$ cat src/rtl/led_anim_sequencer.sv
// LED-matrix animation engine: steps through ROM frames per animation ID, scans rows and
// drives registered row/col lines from a shadow bitmap that only updates at scan boundaries.
module led_anim_sequencer #(
  parameter int unsigned ROWS        = 8,
  parameter int unsigned COLS        = 8,
  parameter int unsigned FRAME_W     = 5,
  parameter int unsigned ID_W        = 2,
  parameter int unsigned FRAME_TICKS = 8388608,
  parameter int unsigned ROW_TICKS   = 16384,
  parameter bit          ACTIVE_LOW  = 1'b1,
  parameter bit          COL_REVERSE = 1'b1
) (
  input  logic                 clk_i,
  input  logic                 reset_i,
  input  logic                 anim_start_i,
  input  logic [ID_W-1:0]      anim_id_i,
  input  logic                 loop_en_i,
  input  logic [FRAME_W-1:0]   last_frame_i,
  input  logic                 anim_stop_i,
  input  logic [ROWS*COLS-1:0] frame_dot_i,
  output logic [ID_W-1:0]      anim_id_q_o,
  output logic [FRAME_W-1:0]   frame_idx_o,
  output logic [ROWS-1:0]      row_o,
  output logic [COLS-1:0]      col_o,
  output logic                 busy_o,
  output logic                 done_o,
  output logic                 all_on_o
);

  localparam int unsigned PW = (FRAME_TICKS > 1) ? $clog2(FRAME_TICKS) : 1;
  localparam int unsigned TW = (ROW_TICKS > 1) ? $clog2(ROW_TICKS) : 1;
  localparam int unsigned RW = (ROWS > 1) ? $clog2(ROWS) : 1;

  localparam logic [PW-1:0]   PrescLast = PW'(FRAME_TICKS - 1);
  localparam logic [TW-1:0]   TickLast  = TW'(ROW_TICKS - 1);
  localparam logic [RW-1:0]   RowLast   = RW'(ROWS - 1);
  localparam logic [ROWS-1:0] RowOff    = {ROWS{ACTIVE_LOW}};
  localparam logic [COLS-1:0] ColOff    = {COLS{ACTIVE_LOW}};

  typedef enum logic [1:0] {StIdle, StPlay, StHold} state_e;

  state_e                 state_q, state_d;
  logic [ID_W-1:0]        id_q, id_d;
  logic                   loop_q, loop_d;
  logic [FRAME_W-1:0]     last_q, last_d;
  logic [FRAME_W-1:0]     frame_q, frame_d;
  logic [PW-1:0]          presc_q, presc_d;
  logic [TW-1:0]          tick_q, tick_d;
  logic [RW-1:0]          row_idx_q, row_idx_d;
  logic [ROWS*COLS-1:0]   shadow_q, shadow_d;
  logic [ROWS-1:0]        row_q, row_d;
  logic [COLS-1:0]        col_q, col_d;
  logic                   done_q, done_d;
  logic                   all_on_q, all_on_d;

  logic                   tick_wrap;
  logic                   scan_wrap;
  logic                   frame_tc;
  logic [COLS-1:0]        slice;
  logic [COLS-1:0]        col_lit;
  logic [ROWS-1:0]        row_lit;

  always_comb begin
    tick_wrap = (tick_q == TickLast);
    scan_wrap = tick_wrap && (row_idx_q == RowLast);
    frame_tc  = (state_q == StPlay) && (presc_q == PrescLast);

    state_d   = state_q;
    id_d      = id_q;
    loop_d    = loop_q;
    last_d    = last_q;
    frame_d   = frame_q;
    presc_d   = '0;
    done_d    = 1'b0;
    tick_d    = tick_wrap ? '0 : tick_q + 1'b1;
    row_idx_d = row_idx_q;
    if (tick_wrap) begin
      row_idx_d = (row_idx_q == RowLast) ? '0 : row_idx_q + 1'b1;
    end
    // Bitmap swaps only between full scans so a frame change never tears.
    shadow_d  = (state_q == StIdle) ? '0 : (scan_wrap ? frame_dot_i : shadow_q);

    if (anim_start_i) begin
      state_d   = StPlay;
      id_d      = anim_id_i;
      loop_d    = loop_en_i;
      last_d    = last_frame_i;
      frame_d   = '0;
      tick_d    = '0;
      row_idx_d = '0;
    end else if (anim_stop_i) begin
      state_d = StIdle;
    end else if (state_q == StPlay) begin
      presc_d = frame_tc ? '0 : presc_q + 1'b1;
      if (frame_tc) begin
        if (frame_q < last_q) begin
          frame_d = frame_q + 1'b1;
        end else if (loop_q) begin
          frame_d = '0;
        end else begin
          state_d = StHold;
          done_d  = 1'b1;
        end
      end
    end
  end

  always_comb begin
    slice = '0;
    for (int r = 0; r < ROWS; r++) begin
      if (row_idx_q == RW'(r)) begin
        slice = shadow_q[(ROWS - r) * COLS - 1 -: COLS];
      end
    end
    col_lit = slice;
    if (COL_REVERSE) begin
      for (int c = 0; c < COLS; c++) begin
        col_lit[c] = slice[COLS - 1 - c];
      end
    end
    row_lit            = '0;
    row_lit[row_idx_q] = 1'b1;
    row_d              = row_lit ^ RowOff;
    col_d              = col_lit ^ ColOff;
    all_on_d           = (&shadow_q) && (state_q != StIdle);
  end

  always_ff @(posedge clk_i or posedge reset_i) begin
    if (reset_i) begin
      state_q   <= StIdle;
      id_q      <= '0;
      loop_q    <= 1'b0;
      last_q    <= '0;
      frame_q   <= '0;
      presc_q   <= '0;
      tick_q    <= '0;
      row_idx_q <= '0;
      shadow_q  <= '0;
      row_q     <= RowOff;
      col_q     <= ColOff;
      done_q    <= 1'b0;
      all_on_q  <= 1'b0;
    end else begin
      state_q   <= state_d;
      id_q      <= id_d;
      loop_q    <= loop_d;
      last_q    <= last_d;
      frame_q   <= frame_d;
      presc_q   <= presc_d;
      tick_q    <= tick_d;
      row_idx_q <= row_idx_d;
      shadow_q  <= shadow_d;
      row_q     <= row_d;
      col_q     <= col_d;
      done_q    <= done_d;
      all_on_q  <= all_on_d;
    end
  end

  assign anim_id_q_o = id_q;
  assign frame_idx_o = frame_q;
  assign row_o       = row_q;
  assign col_o       = col_q;
  assign busy_o      = (state_q == StPlay);
  assign done_o      = done_q;
  assign all_on_o    = all_on_q;

endmodule

$ cat config.mk
export PLATFORM = sky130hd
export DESIGN_NAME = led_anim_sequencer
export DESIGN_NICKNAME = d
export VERILOG_FILES = /design/src/rtl/led_anim_sequencer.sv
export SDC_FILE = /design/constraint.sdc
export NUM_CORES = 1
export LEC_CHECK = 0
export CAP_MARGIN = 20
export CORE_UTILIZATION = 45
export DETAILED_ROUTE_END_ITERATION = 7
export MAX_ROUTING_LAYER = met4
export PLACE_DENSITY = 0.69
export SLEW_MARGIN = 20
export SYNTH_ARGS = -nofsm -noshare
export SYNTH_HDL_FRONTEND = slang
export SYNTH_SLANG_ARGS = --single-unit
$ cat constraint.sdc
create_clock -name clk_i -period 7.9 [get_ports clk_i]
set_input_delay 1.185 -clock clk_i [delete_from_list [all_inputs] [get_ports clk_i]]
set_output_delay 1.185 -clock clk_i [all_outputs]
set_load 0.05 [all_outputs]
### After elaboration in Yosys (flattened, before gate mapping)

Index checks and enable logic that the tools add are counted.
Widths: inputs -> output; s select.

| storage, ports and cells | value |
|---|---|
| bits in registers | 137 |
| logic and storage cells | 91 |

| cells by class | value |
|---|---|
| add/subtract/negate cells | 4 |
| $lt $le $gt $ge | 3 |
| equal/unequal tests | 13 |
| multiplexer cells | 39 |
| bitwise gates (word level) | 2 |
| reductions and logical operators | 17 |

Operators with widths:

| kind | number |
|---|---|
| $mux 64 | 2 |
| $mux 23 | 4 |
| $mux 8 | 8 |
| $reduce_and 64->1 | 1 |
| $mux 5 | 6 |
| $mux 14 | 2 |
| $add 23x1->23 const B | 1 |
| $eq 23x23->1 const B | 1 |
| $not 8->8 | 2 |
| $add 14x1->14 const B | 1 |
| $eq 14x14->1 const B | 1 |
| $eq 3x3->1 const B | 4 |
| $mux 2 | 6 |
| $reduce_bool 2->1 | 5 |
| $mux 3 | 3 |
| $reduce_bool 3->1 | 3 |
| $reduce_and 4->1 | 2 |
| $mux 1 | 7 |
| $eq 3x2->1 const B | 2 |
| $ne 3x3->1 const B | 2 |
| $add 5x1->5 const B | 1 |
| $lt 5x5->1 | 1 |
| $logic_and 1x1->1 | 4 |
| $lt 3x4->1 const B | 1 |
| 8 further kinds | 8 |

### Longest topological paths before layout

Gate-level depths: netlist of the first run.

| logic depth | value |
|---|---|
| depth in word-level cells | 10 |
| mapped depth | 11 |

### Worst setup path after synthesis of the first run

Ideal clock, no wire load.

| timing | value |
|---|---|
| kind | reg-to-output |
| from | register state_q[1] |
| to | output port busy_o |
| arrival time | 1.151 ns |
| path slack | 5.564 ns |
| cell stages (with the launch flop) | 2 |
| path buffers | 0 |
| cells stage by stage | dfrtp_1 -> nor2b_1 |

| between the ends | value |
|---|---|
| word-level cells in the longest chain between the ends | 1 |

RTL lines:

| item | RTL line | source |
|---|---|---|
| from (decl) | 42 | `state_e state_q, state_d;` |
| from (signal assigned) | 130 | `state_q <= StIdle;` |
| from (signal assigned) | 144 | `state_q <= state_d;` |
| $eq 2x1->1 | 164 | `assign busy_o = (state_q == StPlay);` |
| to (decl) | 25 | `output logic busy_o,` |

No other way between the ends.

### Worst setup path after layout of the first run

| timing | value |
|---|---|
| from | input port anim_start_i |
| to | register presc_q[22] |

| between the ends | value |
|---|---|
| word-level cells in the longest chain between the ends | 1 |

RTL lines:

| item | RTL line | source |
|---|---|---|
| from (decl) | 15 | `input logic anim_start_i,` |
| $mux 23 | 83 | `if (anim_start_i) begin` |
| net presc_d[22] | 47 | `logic [PW-1:0] presc_q, presc_d;` |
| to (signal assigned) | 149 | `presc_q <= presc_d;` |
| to (decl) | 47 |  |

The timed path passes the listed nets, and every way through them passes these cells.
A chain may end at the register's enable or synchronous reset.

==> reports/qor.csv, run 1 <==
stage;metric;value;unit
clock_network;root_buffer;clkbuf_16;
setup_path;crit_arrival;3.51;ns
clock_network;h-tree-depth;4;
sta;final.setup.tns;0;ns
synthesis;synthMuxAreaShare;0.905;%
floorplan;die-area;14300;sq um
routing;ant_nets;0;
routing;vias;4898;
floorplan;ioPinCount;102;
setup_path;cp-start-kind;input pin;
run_status;outcome;complete, no violations;
power_and_ir_drop;ir_drop;169;uV
floorplan;die_width;120;um
grt;antenna_found_initial;0;
sta;relSlewSlack;44.0;%
synthesis;synthAdderAreaFrac;2.62;%
place;io_buffers;101;
clock_network;numCtsBuffers;17;
clock_network;post_cts_buffers;0;
run;drv_cap;0;
clock_network;clock_sinks;137;
sta;max_freq;315;MHz
place;place_ws;4.32;ns
routing;drt_iter0_markers;456;
floorplan;initial_utilization;46.6;%
clock_network;worstSkewPairLatency;0.42;ns
grt;overflow;0;
routing;first_pass_iters;5;
sta;grt_setup_unrepaired;false;
routing;vias_per_cell;5.74;
synthesis;netlist_instances;573;
routing;drc;0;
place;dp_hpwl;10.4;mm
setup_path;critical_path_required;8.23;ns
min_path;min_path_type;reg2reg;
synthesis;synth_top_area_share;48.7;%
floorplan;core;13300;sq um
setup_path;endpoint_kind;flip-flop;
sta;postLayoutSetupSlackWorst;4.72;ns
floorplan;num_rows;42;
power_and_ir_drop;p_leak;0.00335;uW
place;gp_congestion;0.825;
sta;setup_viol_count_final;0;
setup_path;critPathKind;in2reg;
synthesis;ys_ff_latch;137;
sta;final_hold_viol_count;0;
synthesis;ys_top_cells_by_area;dfrtp_1 49%, a22o_1 9.3%, dfstp_2 6.8%, nor2_1 3.8%, a21oi_1 3.1%;
clock_network;clkTransAtPathRegs;0.06;ns
synthesis;synth_top_family_by_area;compound AO/OA/AOI/OAI gates;
sta;finalClockSkew;0.00618;ns
clock_network;tritoncts;built;
clock_network;cts_buffer_depth;2;
routing;wl_per_cell;18.0;um
synthesis;synth_compound_area_share;16.1;%
synthesis;yosys.area_share.simple;16.0;%
routing;wirelength;15.4;mm
layout;fin_area;7900;sq um
synthesis;synth_area;6220;sq um
sta;worst_pin_slew;0.838;ns
layout;drive_above_1_share;9.59;%
synthesis;ys_seq_area_share;55.5;%
synthesis;synth_xor_xnor_area_share;4.93;%
synthesis;syn_area_per_cell;10.9;sq um
sta;min_period_over_period;40.2;%
layout;synthToLayoutAreaGrowth;27.1;%
layout;diodes;0;
synthesis;syn-num-nets;662;
clock_network;postCtsResizedCells;0;
place;place_area;7300;sq um
synthesis;synth_warnings;0;
grt;grt_pass1_vias;4713;
grt;grt_pass1_wl;24.8;mm
synthesis;synth_cell_type_count;45;
synthesis;async_flop_share;100;%
layout;num-nets-final;754;
setup_path;worstPathMaxFanout;24;
clock_network;hold_buffers;0;
synthesis;synth_area_leader_cell;dfrtp_1;
power_and_ir_drop;power_density;203;nW/um^2
layout;utilization;59.2;%
floorplan;die_y;120;um
synthesis;dominantRegCellSynth;dfrtp_1;
synthesis;synth_edf_count;0;
sta;period_minus_slack;3.18;ns
grt;grt_start_max_net_pins;89;
sta;drv_slew;0;
grt;grt_use_total;23.4;%
registers in the layout, summed over array words and instances (netlist names):
register	flops
shadow_q	64
presc_q	23
tick_q	14
col_o	8
row_o	8
frame_idx_o	5
last_q	5
row_idx_q	3
anim_id_q_o	2
state_q	2
all_on_o	1
done_o	1
loop_q	1
routing by layer:
| layer | vias up | share of wire, % | track usage [%] | routed length (um) |
|---|---|---|---|---|
| met5 | - | 0 | - | 0 |
| met4 | 0 | 1.6 | 7.89 | 248 |
| met3 | 20 | 6.2 | 4.80 | 955 |
| met2 | 184 | 46 | 34.2 | 7130 |
| met1 | 2440 | 46 | 32.6 | 7080 |
| li1 | 2254 | - | - | - |
cell usage in the layout (no fill, tap or decap), types with 18 or more instances in the layout:
| cell | count |
|---|---|
| nand3_1 | 21 |
| nand2_1 | 48 |
| dfrtp_1 | 121 |
| nand4_1 | 22 |
| nor2_1 | 63 |
| xor2_1 | 20 |
| inv_1 | 18 |
| a22o_1 | 66 |
| clkdlybuf4s50_1 | 101 |
| a21oi_1 | 38 |
worst max-delay path, stage by stage:
cell and delay, ns:
clkdlybuf4s50_1 0.84, nor4b_1 0.68, nand2_1 0.54, nor2_1 0.26
Yosys cell counts, types with 2 or more instances:
cell type	n
nand3b_1	10
nand2_1	48
buf_2	9
or2_2	2
a22o_1	66
o311ai_0	8
ha_1	13
a21oi_1	38
xor2_1	20
mux2_2	5
a211oi_1	2
nor2_1	63
and4_1	5
nand2b_1	3
and3_1	8
clkbuf_1	12
nand4_1	22
nor2b_1	2
dfstp_2	16
buf_6	6
inv_1	19
nor4_1	6
o22ai_1	8
xnor2_1	15
dfrtp_1	121
a21o_1	2
buf_4	2
nand3_1	21
o21ai_0	5
kinds of logic (layout without fill, tap and decap cells):
logic type	after synthesis	in the layout
buffers and inverters	50	155
AND/OR/NAND/NOR	198	198
flip-flops	137	137
AO/OA/AOI/OAI	135	135
XOR/XNOR	35	35
multiplexers	5	5
adder cells (fa/ha/maj)	13	13
path summary, 6_finish.rpt:
kind | startpoint | to | slack, ns | cells after the start
max in group asynchronous | reset_i | presc_q[10] | 5.51 | 3
hold reg to reg | tick_q[0] | tick_q[0] | 0.49 | 1
setup reg to reg | row_idx_q[0] | col_o[3] | 5.30 | 7
min in group asynchronous | reset_i | loop_q | 1.20 | 2
hold / removal | tick_q[0] | tick_q[0] | 0.49 | 1
setup / recovery | anim_start_i | presc_q[22] | 4.72 | 4
report_power, final:
part	leakage [uW]	total (uW)	internal (uW)	switching, uW
logic	0.00123	89.7	43.3	46.4
clock network	0.000278	803	503	301
registers	0.00184	712	708	3.71
total	0.00335	1610	1250	351
through the flow:
stage               cells  power [uW]  hold slack (ns)
floorplan             573         760            0.448
global placement      822         813            0.467
detailed placement    822         815            0.480
CTS                   854        1620            0.487
global route          854        1650            0.510
finish                854        1610            0.487
layout make-up:
cell class	count	area, sq um
repair buffers	103	1030
inverters	20	77.6
clock inverters	12	151
flip-flops and latches	137	3450
clock buffers	20	447
multi-input cells	386	2530
fillers	1127	5440
well taps	176	220
Power figures use the tool's default switching activity.
==> run 2, diff against run 1 <==
clock period = 3.1 ns   (was 7.9 ns; I/O delays follow)
==> run 2 against run 1 <==
Critical path depth grew 1. Utilization grew 0.27 points. Flip-flop and latch count stayed put. Critical path type is now reg2reg. Largest power group unchanged. Highest routed layer unchanged.
==> reports/qor.csv, run 2 (same netlist as run 1, synthesis figures left out) <==
stage;metric;value;unit;change
run_status;outcome;complete, no violations;;
routing;vias;4865;;-0.67%
power_and_ir_drop;p_leak;0.00338;uW;+0.93%
place;gp_congestion;0.879;;+6.5%
sta;finalClockSkew;0.00539;ns;-0.000795 ns
floorplan;die-area;14300;sq um;unchanged
routing;drt_iter0_markers;413;;-9.4%
routing;ant_nets;0;;unchanged
floorplan;num_rows;42;;unchanged
layout;num-nets-final;757;;+0.40%
setup_path;crit_arrival;2.97;ns;-0.54 ns
floorplan;core;13300;sq um;unchanged
clock_network;clkTransAtPathRegs;0.06;ns;about the same
grt;antenna_found_initial;0;;unchanged
power_and_ir_drop;ir_drop;375;uV;+120%
grt;met1_usage;31.6;%;-0.97 points
sta;min_period_over_period;84.6;%;
setup_path;endpoint_kind;flip-flop;;
run;drv_cap;0;;unchanged
sta;period_minus_slack;2.62;ns;
setup_path;cp-start-kind;flip-flop;;
grt;grt_pass1_vias;4794;;+1.7%
place;dp_hpwl;10.1;mm;-3.1%
sta;max_freq;381;MHz;
floorplan;initial_utilization;46.6;%;unchanged
floorplan;ioPinCount;102;;unchanged
grt;grt_start_max_net_pins;138;;+55%
layout;top_register;shadow_q;;
sta;drv_slew;0;;unchanged
sta;grt_setup_unrepaired;false;;
floorplan;die_width;120;um;unchanged
clock_network;hold_buffers;0;;unchanged
layout;synthToLayoutAreaGrowth;27.7;%;
clock_network;cts_buffer_depth;2;;unchanged
clock_network;worstSkewPairLatency;0.41;ns;about the same
layout;largest_reg_flops;64;;unchanged
min_path;min_path_type;reg2reg;;
setup_path;critical_path_required;3.45;ns;-4.78 ns
layout;layout_commonest_cell;dfrtp_1;;
clock_network;root_buffer;clkbuf_16;;
routing;wl_per_cell;17.6;um;-2.6%
floorplan;die_y;120;um;unchanged
routing;first_pass_iters;5;;unchanged
place;io_buffers;101;;unchanged
sta;setup_viol_count_final;0;;unchanged
layout;diodes;0;;unchanged
routing;drc;0;;unchanged
sta;worst_pin_slew;0.934;ns;+0.0968 ns
clock_network;h-tree-depth;4;;unchanged
grt;grt_use_total;23.1;%;-0.27 points
layout;drive_above_1_share;10.1;%;+0.55 points
sta;final_hold_viol_count;0;;unchanged
layout;final_cell_mix;121 x dfrtp_1, 101 x clkdlybuf4s50_1, 66 x a22o_1;;
power_and_ir_drop;power_density;507;nW/um^2;+150%
clock_network;numCtsBuffers;17;;unchanged
grt;overflow;0;;unchanged
clock_network;tritoncts;built;;
sta;relSlewSlack;37.1;%;-6.9 points
setup_path;critPathKind;reg2reg;;
clock_network;clock_sinks;137;;unchanged
layout;largestRegisters;shadow_q: 64 flops, presc_q: 23 flops, tick_q: 14 flops;;
setup_path;worstPathMaxFanout;37;;+54%
grt;met3_usage;5.23;%;+0.43 points
routing;wirelength;15.1;mm;-2.2%
clock_network;postCtsResizedCells;0;;unchanged
grt;top_usage_layer;met2;;
routing;vias_per_cell;5.68;;-1.0%
clock_network;post_cts_buffers;0;;unchanged
layout;utilization;59.5;%;+0.27 points
sta;final.setup.tns;0;ns;unchanged
grt;grt_pass1_wl;24.7;mm;-0.42%
grt;grt_use_met2;33.3;%;-0.83 points
[run 2: critical path, stage by stage, from the launching register on]
cell	delay (ns)
dfrtp_1	0.47
ha_1	0.26
ha_1	0.40
a21oi_4	0.68
buf_4	0.49
a22o_1	0.22
[run 2: area by class of cell]
| class | instances | area (sq um) |
|---|---|---|
| flip-flops and latches | 137 | 3450 |
| inverters | 20 | 78.8 |
| well taps | 176 | 220 |
| multi-input cells | 386 | 2530 |
| fillers | 1132 | 5410 |
| clock buffers | 21 | 470 |
| repair buffers | 106 | 1070 |
| clock inverters | 11 | 121 |
[run 2: final timing paths]
check                                  start      endpoint  slack (ns)  cells past startpoint
worst max-delay path            row_idx_q[0]  shadow_q[33]        0.48                      5
worst min-delay path               tick_q[0]     tick_q[0]        0.49                      1
max in group asynchronous            reset_i     tick_q[1]        1.96                      3
worst max register to register  row_idx_q[0]  shadow_q[33]        0.48                      5
worst min register to register     tick_q[0]     tick_q[0]        0.49                      1
min in group asynchronous            reset_i   presc_q[10]        0.63                      3
[run 2: where the power goes]
| part | total [uW] | switching [uW] | internal [uW] | leakage, uW |
|---|---|---|---|---|
| logic | 226 | 114 | 112 | 0.00126 |
| registers | 1810 | 8.90 | 1810 | 0.00184 |
| clock network | 1990 | 744 | 1240 | 0.000289 |
| total | 4030 | 867 | 3160 | 0.00338 |
[run 2: through the flow]
| stage | instance area [sq um] | total power, uW | cells | hold slack [ns] | worst slack (ns) |
|---|---|---|---|---|---|
| 2_1_floorplan | 6220 | 1940 | 573 | 0.448 | 0.914 |
| 3_3_place_gp | 7350 | 2070 | 825 | 0.463 | 0.629 |
| 3_5_place_dp | 7350 | 2070 | 825 | 0.480 | 0.535 |
| 4_1_cts | 7940 | 4070 | 857 | 0.486 | 0.516 |
| 5_1_grt | 7940 | 4170 | 857 | 0.512 | 0.305 |
| 6_report | 7940 | 4030 | 857 | 0.486 | 0.476 |
[run 2: per-layer routing]
layer | wire [um] | share of wire [%]
met1 | 6920 | 46
met2 | 6870 | 46
met3 | 926 | 6.1
met4 | 344 | 2.3
met5 | 0 | 0
